### src/rtl/data_mem_arb_pkg.sv
// Shared types and constants for the data memory arbiter: state encoding,
// access field widths and the default contention counter width.
package data_mem_arb_pkg;

  typedef enum logic [0:0] {
    S_IDLE     = 1'b0,
    S_DMA_RESP = 1'b1
  } arb_state_e;

  localparam int SIGN_MASK_W = 4;
  localparam int CNT_W_DEFAULT = 16;
  localparam logic [31:0] LED_ADDR = 32'h0000_2000;

  function automatic logic is_led_addr(input logic [31:0] addr);
    return (addr == LED_ADDR);
  endfunction

endpackage

### src/rtl/data_mem_arb_pick.sv
// Grant decision and round-robin flag update for the data memory arbiter.
// DATA_MEM_ARB_RR_EN enables alternation on contested cycles; otherwise the core always wins.
module data_mem_arb_pick
  import data_mem_arb_pkg::*;
(
  input  arb_state_e state,
  input  logic       core_req,
  input  logic       dma_req,
  input  logic       dma_prio,
  output logic       grant_dma,
  output logic       dma_prio_next
);

`ifdef DATA_MEM_ARB_RR_EN
  localparam logic RR_EN = 1'b1;
`else
  localparam logic RR_EN = 1'b0;
`endif

  // Only S_IDLE can grant; the response cycle always belongs to the core
  always_comb begin
    grant_dma     = 1'b0;
    dma_prio_next = dma_prio;
    case (state)
      S_IDLE: begin
        grant_dma = dma_req & (~core_req | dma_prio);
        if (grant_dma) begin
          dma_prio_next = 1'b0;
        end else if (dma_req & core_req) begin
          dma_prio_next = RR_EN;
        end else begin
          dma_prio_next = dma_prio;
        end
      end
      S_DMA_RESP: begin
        grant_dma     = 1'b0;
        dma_prio_next = dma_prio;
      end
      default: begin
        grant_dma     = 1'b0;
        dma_prio_next = 1'b0;
      end
    endcase
  end

endmodule

### src/rtl/data_mem_arbiter.sv
// Shares the single data memory port between the core (zero-latency pass-through)
// and a DMA/debug requester. DATA_MEM_ARB_RR_EN selects round-robin on contested cycles.
module data_mem_arbiter
  import data_mem_arb_pkg::*;
#(
  parameter int CNT_W = CNT_W_DEFAULT
)
(
  input  logic                   clk,
  input  logic                   reset_n,
  input  logic [31:0]            core_addr,
  input  logic [31:0]            core_wdata,
  input  logic [SIGN_MASK_W-1:0] core_sign_mask,
  input  logic                   core_memread,
  input  logic                   core_memwrite,
  output logic [31:0]            core_rdata,
  output logic                   core_stall,
  input  logic                   dma_req,
  input  logic                   dma_we,
  input  logic [31:0]            dma_addr,
  input  logic [31:0]            dma_wdata,
  input  logic [SIGN_MASK_W-1:0] dma_sign_mask,
  output logic                   dma_ack,
  output logic [31:0]            dma_rdata,
  output logic [31:0]            mem_addr,
  output logic [31:0]            mem_wdata,
  output logic [SIGN_MASK_W-1:0] mem_sign_mask,
  output logic                   mem_memread,
  output logic                   mem_memwrite,
  input  logic [31:0]            mem_read_data,
  output logic [CNT_W-1:0]       contention_cnt
);

  localparam logic [CNT_W-1:0] CNT_MAX = {CNT_W{1'b1}};
  localparam logic [CNT_W-1:0] CNT_ONE = {{(CNT_W-1){1'b0}}, 1'b1};

  arb_state_e       state_r;
  arb_state_e       state_nxt_s;
  logic             dma_prio_r;
  logic             dma_prio_nxt_s;
  logic             dma_we_r;
  logic [31:0]      dma_rdata_r;
  logic [CNT_W-1:0] cnt_r;
  logic             core_req_s;
  logic             grant_dma_s;
  logic             mem_rd_s;
  logic             mem_wr_s;

  assign core_req_s = core_memread | core_memwrite;

  data_mem_arb_pick u_pick (
    .state         (state_r),
    .core_req      (core_req_s),
    .dma_req       (dma_req),
    .dma_prio      (dma_prio_r),
    .grant_dma     (grant_dma_s),
    .dma_prio_next (dma_prio_nxt_s)
  );

  // Next-state: a grant always spends exactly one response cycle
  always_comb begin
    state_nxt_s = S_IDLE;
    case (state_r)
      S_IDLE: begin
        if (grant_dma_s) begin
          state_nxt_s = S_DMA_RESP;
        end else begin
          state_nxt_s = S_IDLE;
        end
      end
      S_DMA_RESP: state_nxt_s = S_IDLE;
      default:    state_nxt_s = S_IDLE;
    endcase
  end

  // State, priority flag and direction of the in-flight DMA op
  always_ff @(posedge clk or negedge reset_n) begin
    if (!reset_n) begin
      state_r    <= S_IDLE;
      dma_prio_r <= 1'b0;
      dma_we_r   <= 1'b0;
    end else begin
      state_r    <= state_nxt_s;
      dma_prio_r <= dma_prio_nxt_s;
      if (grant_dma_s) begin
        dma_we_r <= dma_we;
      end
    end
  end

  // DMA read data capture at the end of the response cycle
  always_ff @(posedge clk or negedge reset_n) begin
    if (!reset_n) begin
      dma_rdata_r <= 32'h0000_0000;
    end else if ((state_r == S_DMA_RESP) && !dma_we_r) begin
      dma_rdata_r <= mem_read_data;
    end
  end

  // Saturating count of cycles the core lost to the DMA
  always_ff @(posedge clk or negedge reset_n) begin
    if (!reset_n) begin
      cnt_r <= {CNT_W{1'b0}};
    end else if (core_stall && (cnt_r != CNT_MAX)) begin
      cnt_r <= cnt_r + CNT_ONE;
    end
  end

  // Memory port mux: DMA fields only in its grant cycle, core otherwise
  always_comb begin
    mem_addr      = core_addr;
    mem_wdata     = core_wdata;
    mem_sign_mask = core_sign_mask;
    mem_rd_s      = 1'b0;
    mem_wr_s      = 1'b0;
    if (grant_dma_s) begin
      mem_addr      = dma_addr;
      mem_wdata     = dma_wdata;
      mem_sign_mask = dma_sign_mask;
      mem_rd_s      = ~dma_we;
      mem_wr_s      = dma_we;
    end else begin
      mem_addr      = core_addr;
      mem_wdata     = core_wdata;
      mem_sign_mask = core_sign_mask;
      mem_rd_s      = core_memread;
      mem_wr_s      = core_memwrite;
    end
  end

  // Strobes are gated so nothing reaches memory while reset is held
  assign mem_memread    = reset_n & mem_rd_s;
  assign mem_memwrite   = reset_n & mem_wr_s;
  assign core_rdata     = mem_read_data;
  assign core_stall     = core_req_s & grant_dma_s;
  assign dma_ack        = (state_r == S_DMA_RESP);
  // Read data is forwarded during the ack cycle and held by the register afterwards
  assign dma_rdata      = (dma_ack && !dma_we_r) ? mem_read_data : dma_rdata_r;
  assign contention_cnt = cnt_r;

endmodule

### config.mk
export PLATFORM = sky130hd
export DESIGN_NAME = data_mem_arbiter
export DESIGN_NICKNAME = d
export VERILOG_FILES = /design/src/rtl/data_mem_arb_pkg.sv /design/src/rtl/data_mem_arb_pick.sv /design/src/rtl/data_mem_arbiter.sv
export SDC_FILE = /design/constraint.sdc
export NUM_CORES = 1
export LEC_CHECK = 0
export CAP_MARGIN = 15
export CORE_AREA = 2 2 127 129
export DETAILED_ROUTE_END_ITERATION = 6
export DIE_AREA = 0 0 129 131
export PLACE_DENSITY_LB_ADDON = 0.2
export SLEW_MARGIN = 20
export SYNTH_ARGS = -nofsm -noshare
export SYNTH_HDL_FRONTEND = slang
export SYNTH_HIERARCHICAL = 1
export SYNTH_SLANG_ARGS = --single-unit
### constraint.sdc
create_clock -name clk -period 4.68 [get_ports clk]
set_input_delay 0.468 -clock clk [delete_from_list [all_inputs] [get_ports clk]]
set_output_delay 0.468 -clock clk [all_outputs]
set_load 0.02 [all_outputs]
==> results of run 1 <==
[cells in the mapped netlist, drive strengths merged, types with 2 or more instances]
library cell  instances
dfrtp                51
a21oi                 2
nand2                 7
xnor2                 7
and4                  2
nor2                  3
xor2                  5
nand2b                2
nand3                 8
nand4                 7
buf                  42
nor4                  2
inv                   3
mux2                102
and3                  2
o21ai                 3
nor3                  4
[power breakdown]
| part | leakage, nW | switching [mW] | internal [mW] |
|---|---|---|---|
| combinational | 1.86 | 0.445 | 0.551 |
| clock | 0.0658 | 0.158 | 0.197 |
| sequential | 0.622 | 0.0570 | 0.557 |
| total | 2.54 | 0.661 | 1.31 |
[flip-flops by register name, summed over array words and instances (netlist names)]
name / count
contention_cnt: 16
dma_ack: 1
dma_prio_r: 1
dma_rdata_r: 32
dma_we_r: 1
[area by class of cell]
type                    count  share of cell area, %
clock inverters             3                  0.302
well taps                 216                   4.07
flip-flops and latches     51                   19.2
clock buffers               5                   1.89
multi-input cells         169                   24.9
diodes                      1                 0.0377
inverters                   3                  0.170
repair buffers            329                   49.4
[cells in the final DEF (no fill, tap or decap), types with 2 or more instances in the layout]
| cell | instances |
|---|---|
| buf_4 | 4 |
| clkbuf_16 | 5 |
| clkdlybuf4s50_1 | 324 |
| clkinvlp_4 | 2 |
| dfrtp_1 | 51 |
| inv_1 | 3 |
| mux2_2 | 101 |
| nand2_1 | 7 |
| nand3_1 | 8 |
| nand4_1 | 6 |
| nor2_1 | 2 |
| nor3_1 | 3 |
| o21ai_0 | 2 |
| xnor2_1 | 7 |
| xor2_1 | 5 |
[metal layers]
metal | part of all wire [%] | vias up
li1 | - | 1516
met1 | 35 | 1486
met2 | 54 | 175
met3 | 10 | 13
met4 | 1.4 | 2
met5 | 0.073 | -
[worst min-delay path by stage]
| stage | startpoint | end | depth (start not counted) |
|---|---|---|---|
| 4_1_cts | reset_n | contention_cnt[8]$_DFFE_PN0P_ | 2 |
| 5_1_grt | reset_n | contention_cnt[8]$_DFFE_PN0P_ | 2 |
| 3_5_place_dp | dma_ack$_DFF_PN0_ | dma_ack$_DFF_PN0_ | 1 |
| 2_1_floorplan | reset_n | contention_cnt[0]$_DFFE_PN0P_ | 0 |
| 3_3_place_gp | dma_rdata_r[25]$_DFF_PN0_ | dma_rdata_r[25]$_DFF_PN0_ | 1 |
| 6_report | reset_n | contention_cnt[8]$_DFFE_PN0P_ | 2 |
[metrics by stage]
| step | instance area (µm²) | setup slack, ns |
|---|---|---|
| floorplan | 3220 | 2.11 |
| global placement | 6480 | 1.29 |
| detailed placement | 6480 | 1.24 |
| CTS | 6630 | 1.24 |
| global route | 6630 | 1.16 |
| finish | 6630 | 1.28 |
[cells by family after synthesis]
group	count (synthesis)	synth area share, %
XOR/XNOR	12	3.26
AO/OA/AOI/OAI	11	2.60
flip-flops	51	39.6
AND/OR/NAND/NOR	43	8.82
adder cells (fa/ha/maj)	1	0.389
buffers and inverters	46	9.48
multiplexers	102	35.8
[worst max-delay path, delay by kind of cell]
family	cells	cell delay (ns)
buf+inv	3	1.57
simple gates	2	0.52
compound gates	2	0.35
==> results.tsv, run 1 <==
stage	metric	value	unit
synth	share of the yosys chip area belonging to registers	39.6	%
synth	Post-synth EDFFs	0	
grt	M3 GR Usage	6.07	%
clock_network	TritonCTS clock tree	done	
critical_path	slowest stage delay, CP	0.64	ns
grt	pin count of the biggest net entering global routing	52	
grt	initial antenna violation count	3	
route	TritonRoute pass-1 iters	4	
power	PwrDens	296	mW/mm²
critical_path	crit-path max FO	38	
critical_path	CP required	4.21	ns
synth	Synth Instances	266	
worst_hold_path	Hold Path Class	in2async	
route	Routed WL	13600	µm
synth	Most used DFF post-synth	dfrtp_1	
sta	worst slew pin tran	0.649	ns
route	DR vias	3192	
sta	crit share post-route	72.7	%
synth	Synth area leader	dfrtp_1	
clock_network	post_cts resized	0	
clock_network	Num CTS Buffers	5	
critical_path	Critical Path Source	core_memread	
grt	All-Layer GR Usage	15.3	%
critical_path	r2r startpoint	dma_ack$_DFF_PN0_	
power	Max VDD drop	0.144	mV
sta	WHS	0.376	ns
run_status	status	complete, no violations	
die	initial core utilization	20.6	%
critical_path	CP Capture Type	output pin	
finish	register area	0.00128	mm²
synth	Synth top area share	39.6	%
synth	synthesized area	0.00322	mm²
clock_network	setup repair bufs after CTS	0	
clock_network	clk sinks	51	
die	I/O Pins	326	
synth	synthesized net count	441	
finish	multi-input logic area	0.00165	mm²
die	Die W	129	µm
critical_path	crit start category	primary input	
critical_path	critical setup path kind	in2out	
job	max-cap violation count	0	
finish	Final Util	42.5	%
die	height of the die	131	µm
synth	FFs w/ async S/R, synth	100	%
grt	met2 GRT Util	29.5	%
finish	nets	734	
clock_network	Clock Latency Late Sink	0.28	ns
critical_path	r2r endpoint	contention_cnt[10]$_DFFE_PN0P_	
finish	Non-Filler Instances	777	
clock_network	Clk pin slew, worst setup/hold paths	0.07	ns
clock_network	Clock Tree Buf Depth	2	
synth	Synth Register Bits	51	
sta	Peak Freq	294	MHz
placed_design	routability congestion estimate from global placement	0.781	
sta	skew final	0.00262	ns
finish	filler cell count	1498	
critical_path	R2R Setup Slk	2.48	ns
grt	met1 Use GR	15.5	%
route	Post-DRT Antenna Nets	0	
critical_path	CP Data Arrival Time	2.93	ns
clock_network	CTS HTree Levels	2	
clock_network	CTS root buf	clkbuf_16	
grt	vias in the first global route	3433	
sta	setup_tns	0	ns
clock_network	hold_buf cts	0	
sta	endpoints failing setup	0	
sta	Fin. Hold Viols	0	
finish	ratio of cells with drive above 1 in the final layout	22.7	%
sta	worst relative slew slack	56.7	%
die	num rows	46	
die	die area	0.0169	mm²
grt	GR Overflow Total	0	
power	Pwr Total	1.97	mW
finish	Area Overhead vs Synth	106	%
critical_path	Most common cell on crit path	clkdlybuf4s50_1	
route	DRC	0	
synth	Unique masters post-synth	41	
sta	max-slew violation count	0	
route	vias per inst	4.11	
critical_path	Worst setup endpoint	mem_memwrite	
grt	busiest grt layer	met2	
critical_path	Worst path slowest cell	clkdlybuf4s50_1	
placed_design	DP Wirelength	11800	µm
placed_design	port bufs	325	
route	routed len/inst	17.5	µm
sta	RSZ-0062 raised after global routing	no	
critical_path	crit path cell chain	clkdlybuf4s50_1 > or2_2 > a21oi_4 > buf_4 > nand2_1 > a21boi_0 > clkdlybuf4s50_1	
critical_path	Register-to-Register Path Depth	7	
sta	post-route minimum period	3.40	ns
power	P_leak	2.54	nW
die	CORE AREA	0.0156	mm²
synth	main area contributors after synthesis	dfrtp_1 (40%), mux2_2 (35%), buf_4 (7.5%)	
route	Detailed Route Iter0 Violations	84	
placed_design	Post-Place Cells	768	
synth	Avg Inst Size Synth	12.1	µm²
grt	first-pass GRT wire length	19400	µm
synth	Ys Warns	6	
(Power assumes the default switching activity.)
==> run 2: changes to the inputs <==
Settings changed: CORE_AREA 2 2 127 129 to 2 2 126 128, DIE_AREA 0 0 129 131 to 0 0 128 130.
Clock period 4.68 ns to 3.1 ns, I/O delays scaled along.
==> results.tsv, run 2 (same netlist as run 1, synthesis figures left out) <==
stage	metric	value	unit	change
die	CORE AREA	0.0154	mm²	was 0.0156 mm²
route	Post-DRT Antenna Nets	0		unchanged
run_status	status	complete, no violations		unchanged
finish	Finished Cell Area	0.00665	mm²	was 0.00663 mm²
die	die area	0.0166	mm²	was 0.0169 mm²
critical_path	crit path cell chain	clkdlybuf4s50_1 > or2_2 > a21oi_4 > buf_12 > mux2_2 > clkdlybuf4s50_1		was clkdlybuf4s50_1 > or2_2 > a21oi_4 > buf_4 > nand2_1 > a21boi_0 > clkdlybuf4s50_1
critical_path	slowest stage delay, CP	0.56	ns	was 0.64 ns
placed_design	Post-DP Area	0.00650	mm²	was 0.00648 mm²
finish	ratio of cells with drive above 1 in the final layout	23.2	%	was 22.7%
sta	Fin. Hold Viols	0		unchanged
finish	multi-input logic area	0.00165	mm²	unchanged
clock_network	Clock Latency Late Sink	0.29	ns	was 0.28 ns
sta	max-slew violation count	0		unchanged
sta	post-route minimum period	2.88	ns	
sta	crit share post-route	92.9	%	
job	max-cap violation count	0		unchanged
clock_network	TritonCTS clock tree	done		unchanged
finish	Largest register FFs	32		unchanged
grt	pin count of the biggest net entering global routing	49		was 52
finish	Top reg by flops	dma_rdata_r		unchanged
clock_network	clk sinks	51		unchanged
power	Max VDD drop	0.208	mV	was 0.144 mV
route	vias per inst	4.24		was 4.11
die	num rows	46		unchanged
route	routed len/inst	19.5	µm	was 17.5 µm
critical_path	crit-path max FO	43		was 38
placed_design	routability congestion estimate from global placement	0.857		was 0.781
clock_network	Num CTS Buffers	5		unchanged
die	I/O Pins	326		unchanged
power	Reg power frac	31.0	%	was 31.2%
route	DR vias	3212		was 3192
sta	setup_tns	0	ns	unchanged
sta	Peak Freq	347	MHz	
critical_path	CP Capture Type	output pin		unchanged
placed_design	port bufs	325		unchanged
critical_path	CP Data Arrival Time	2.57	ns	was 2.93 ns
sta	endpoints failing setup	0		unchanged
clock_network	Clock Tree Buf Depth	2		unchanged
power	part of the power in combinational logic	50.9	%	was 50.7%
grt	All-Layer GR Usage	16.8	%	was 15.3%
finish	nets	738		was 734
grt	initial antenna violation count	3		unchanged
power	Sw Ratio	33.6	%	about the same
grt	GR Overflow Total	0		unchanged
power	P_leak	2.57	nW	was 2.54 nW
route	Routed WL	14700	µm	was 13600 µm
critical_path	Most common cell on crit path	clkdlybuf4s50_1		unchanged
critical_path	Worst path slowest cell	clkdlybuf4s50_1		unchanged
worst_hold_path	Hold Path Class	in2async		unchanged
finish	most frequent cells in the layout	clkdlybuf4s50_1 (322), mux2_2 (101), dfrtp_1 (51), nand3_1 (8)		was clkdlybuf4s50_1 (324), mux2_2 (101), dfrtp_1 (51), nand3_1 (8)
placed_design	DP Wirelength	12900	µm	was 11800 µm
power	PwrDens	448	mW/mm²	was 296 mW/mm²
sta	RSZ-0062 raised after global routing	no		unchanged
critical_path	CP required	2.79	ns	was 4.21 ns
power	net switching power	1.00	mW	was 0.661 mW
power	clock power share	18.1	%	about the same
route	Detailed Route Iter0 Violations	90		was 84
finish	register area	0.00128	mm²	unchanged
route	TritonRoute pass-1 iters	4		unchanged
grt	first-pass GRT wire length	20500	µm	was 19400 µm
sta	worst slew pin tran	0.634	ns	was 0.649 ns
sta	WHS	0.419	ns	was 0.376 ns
clock_network	CTS HTree Levels	2		unchanged
finish	filler cell count	1500		was 1498
critical_path	critical setup path kind	in2out		unchanged
sta	skew final	0.00688	ns	was 0.00262 ns
die	initial core utilization	20.9	%	was 20.6%
clock_network	CTS root buf	clkbuf_16		unchanged
finish	most common cell after layout, fill and taps aside	clkdlybuf4s50_1		unchanged
finish	Area Overhead vs Synth	107	%	was 106%
critical_path	crit start category	primary input		unchanged
die	Die W	128	µm	was 129 µm
clock_network	Clk pin slew, worst setup/hold paths	0.07	ns	about the same
power	internal power	1.98	mW	was 1.31 mW
sta	worst relative slew slack	57.7	%	was 56.7%
die	height of the die	130	µm	was 131 µm
route	DRC	0		unchanged
grt	vias in the first global route	3319		was 3433
==> run 2: final cells by class <==
type / instances / area share [%]
inverters: 3 / 0.169
clock buffers: 6 / 1.94
diodes: 1 / 0.0376
repair buffers: 333 / 50.1
flip-flops and latches: 51 / 19.2
multi-input cells: 169 / 24.8
well taps: 192 / 3.61
clock inverters: 2 / 0.188
==> run 2: path summary, 6_finish.rpt <==
check	depth (start not counted)	slack, ns	endpoint	from
worst max-delay path	6	0.22	mem_sign_mask[2]	core_memread
worst min-delay path	2	0.42	dma_we_r$_DFFE_PN0P_	reset_n
worst max register to register	7	1.14	contention_cnt[10]$_DFFE_PN0P_	dma_ack$_DFF_PN0_
worst min register to register	1	0.50	dma_rdata_r[23]$_DFF_PN0_	dma_rdata_r[23]$_DFF_PN0_
max in group asynchronous	3	1.82	dma_rdata_r[31]$_DFF_PN0_	reset_n
min in group clk	1	0.50	dma_rdata_r[23]$_DFF_PN0_	dma_rdata_r[23]$_DFF_PN0_
==> run 2: worst max-delay path, delay by kind of cell <==
family / cells / cell delay (ns)
AO/OA/AOI/OAI: 1 / 0.23
buffers and inverters: 3 / 1.25
multiplexers: 1 / 0.41
AND/OR/NAND/NOR: 1 / 0.33
==> run 2: stage by stage <==
stage	power, mW	setup WS [ns]	utilization [%]	std cells
after floorplan	1.63	0.834	-	266
after global placement	2.45	0.190	42.1	747
after detailed placement	2.47	0.210	42.1	747
after CTS	3.03	0.207	43.1	756
after global routing	3.13	0.161	43.1	756
final	2.98	0.221	43.1	757
==> run 2: power by group through the flow <==
stage	Clock [mW]	Combinational, mW	Sequential [mW]
floorplan	0	0.672	0.959
global placement	0	1.52	0.931
detailed placement	0	1.53	0.938
CTS	0.564	1.54	0.927
global route	0.581	1.60	0.948
finish	0.539	1.52	0.922
==> run 2: metal layers <==
layer | track usage [%] | part of all wire [%] | vias to the layer above
met5 | 0 | 0.18 | -
met4 | 3.49 | 1.0 | 4
met3 | 6.15 | 9.4 | 12
met2 | 30.6 | 51 | 161
met1 | 19.0 | 38 | 1514
li1 | - | - | 1521
==> run 2: repair_timing <==
action / 4_1_cts / 5_1_grt
hold buffers: 1 / 0
hold endpoints to repair: 3 / 0
setup endpoints to repair: 0 / 0
buffers inserted: 0 / 0
gates resized for setup: 0 / 0
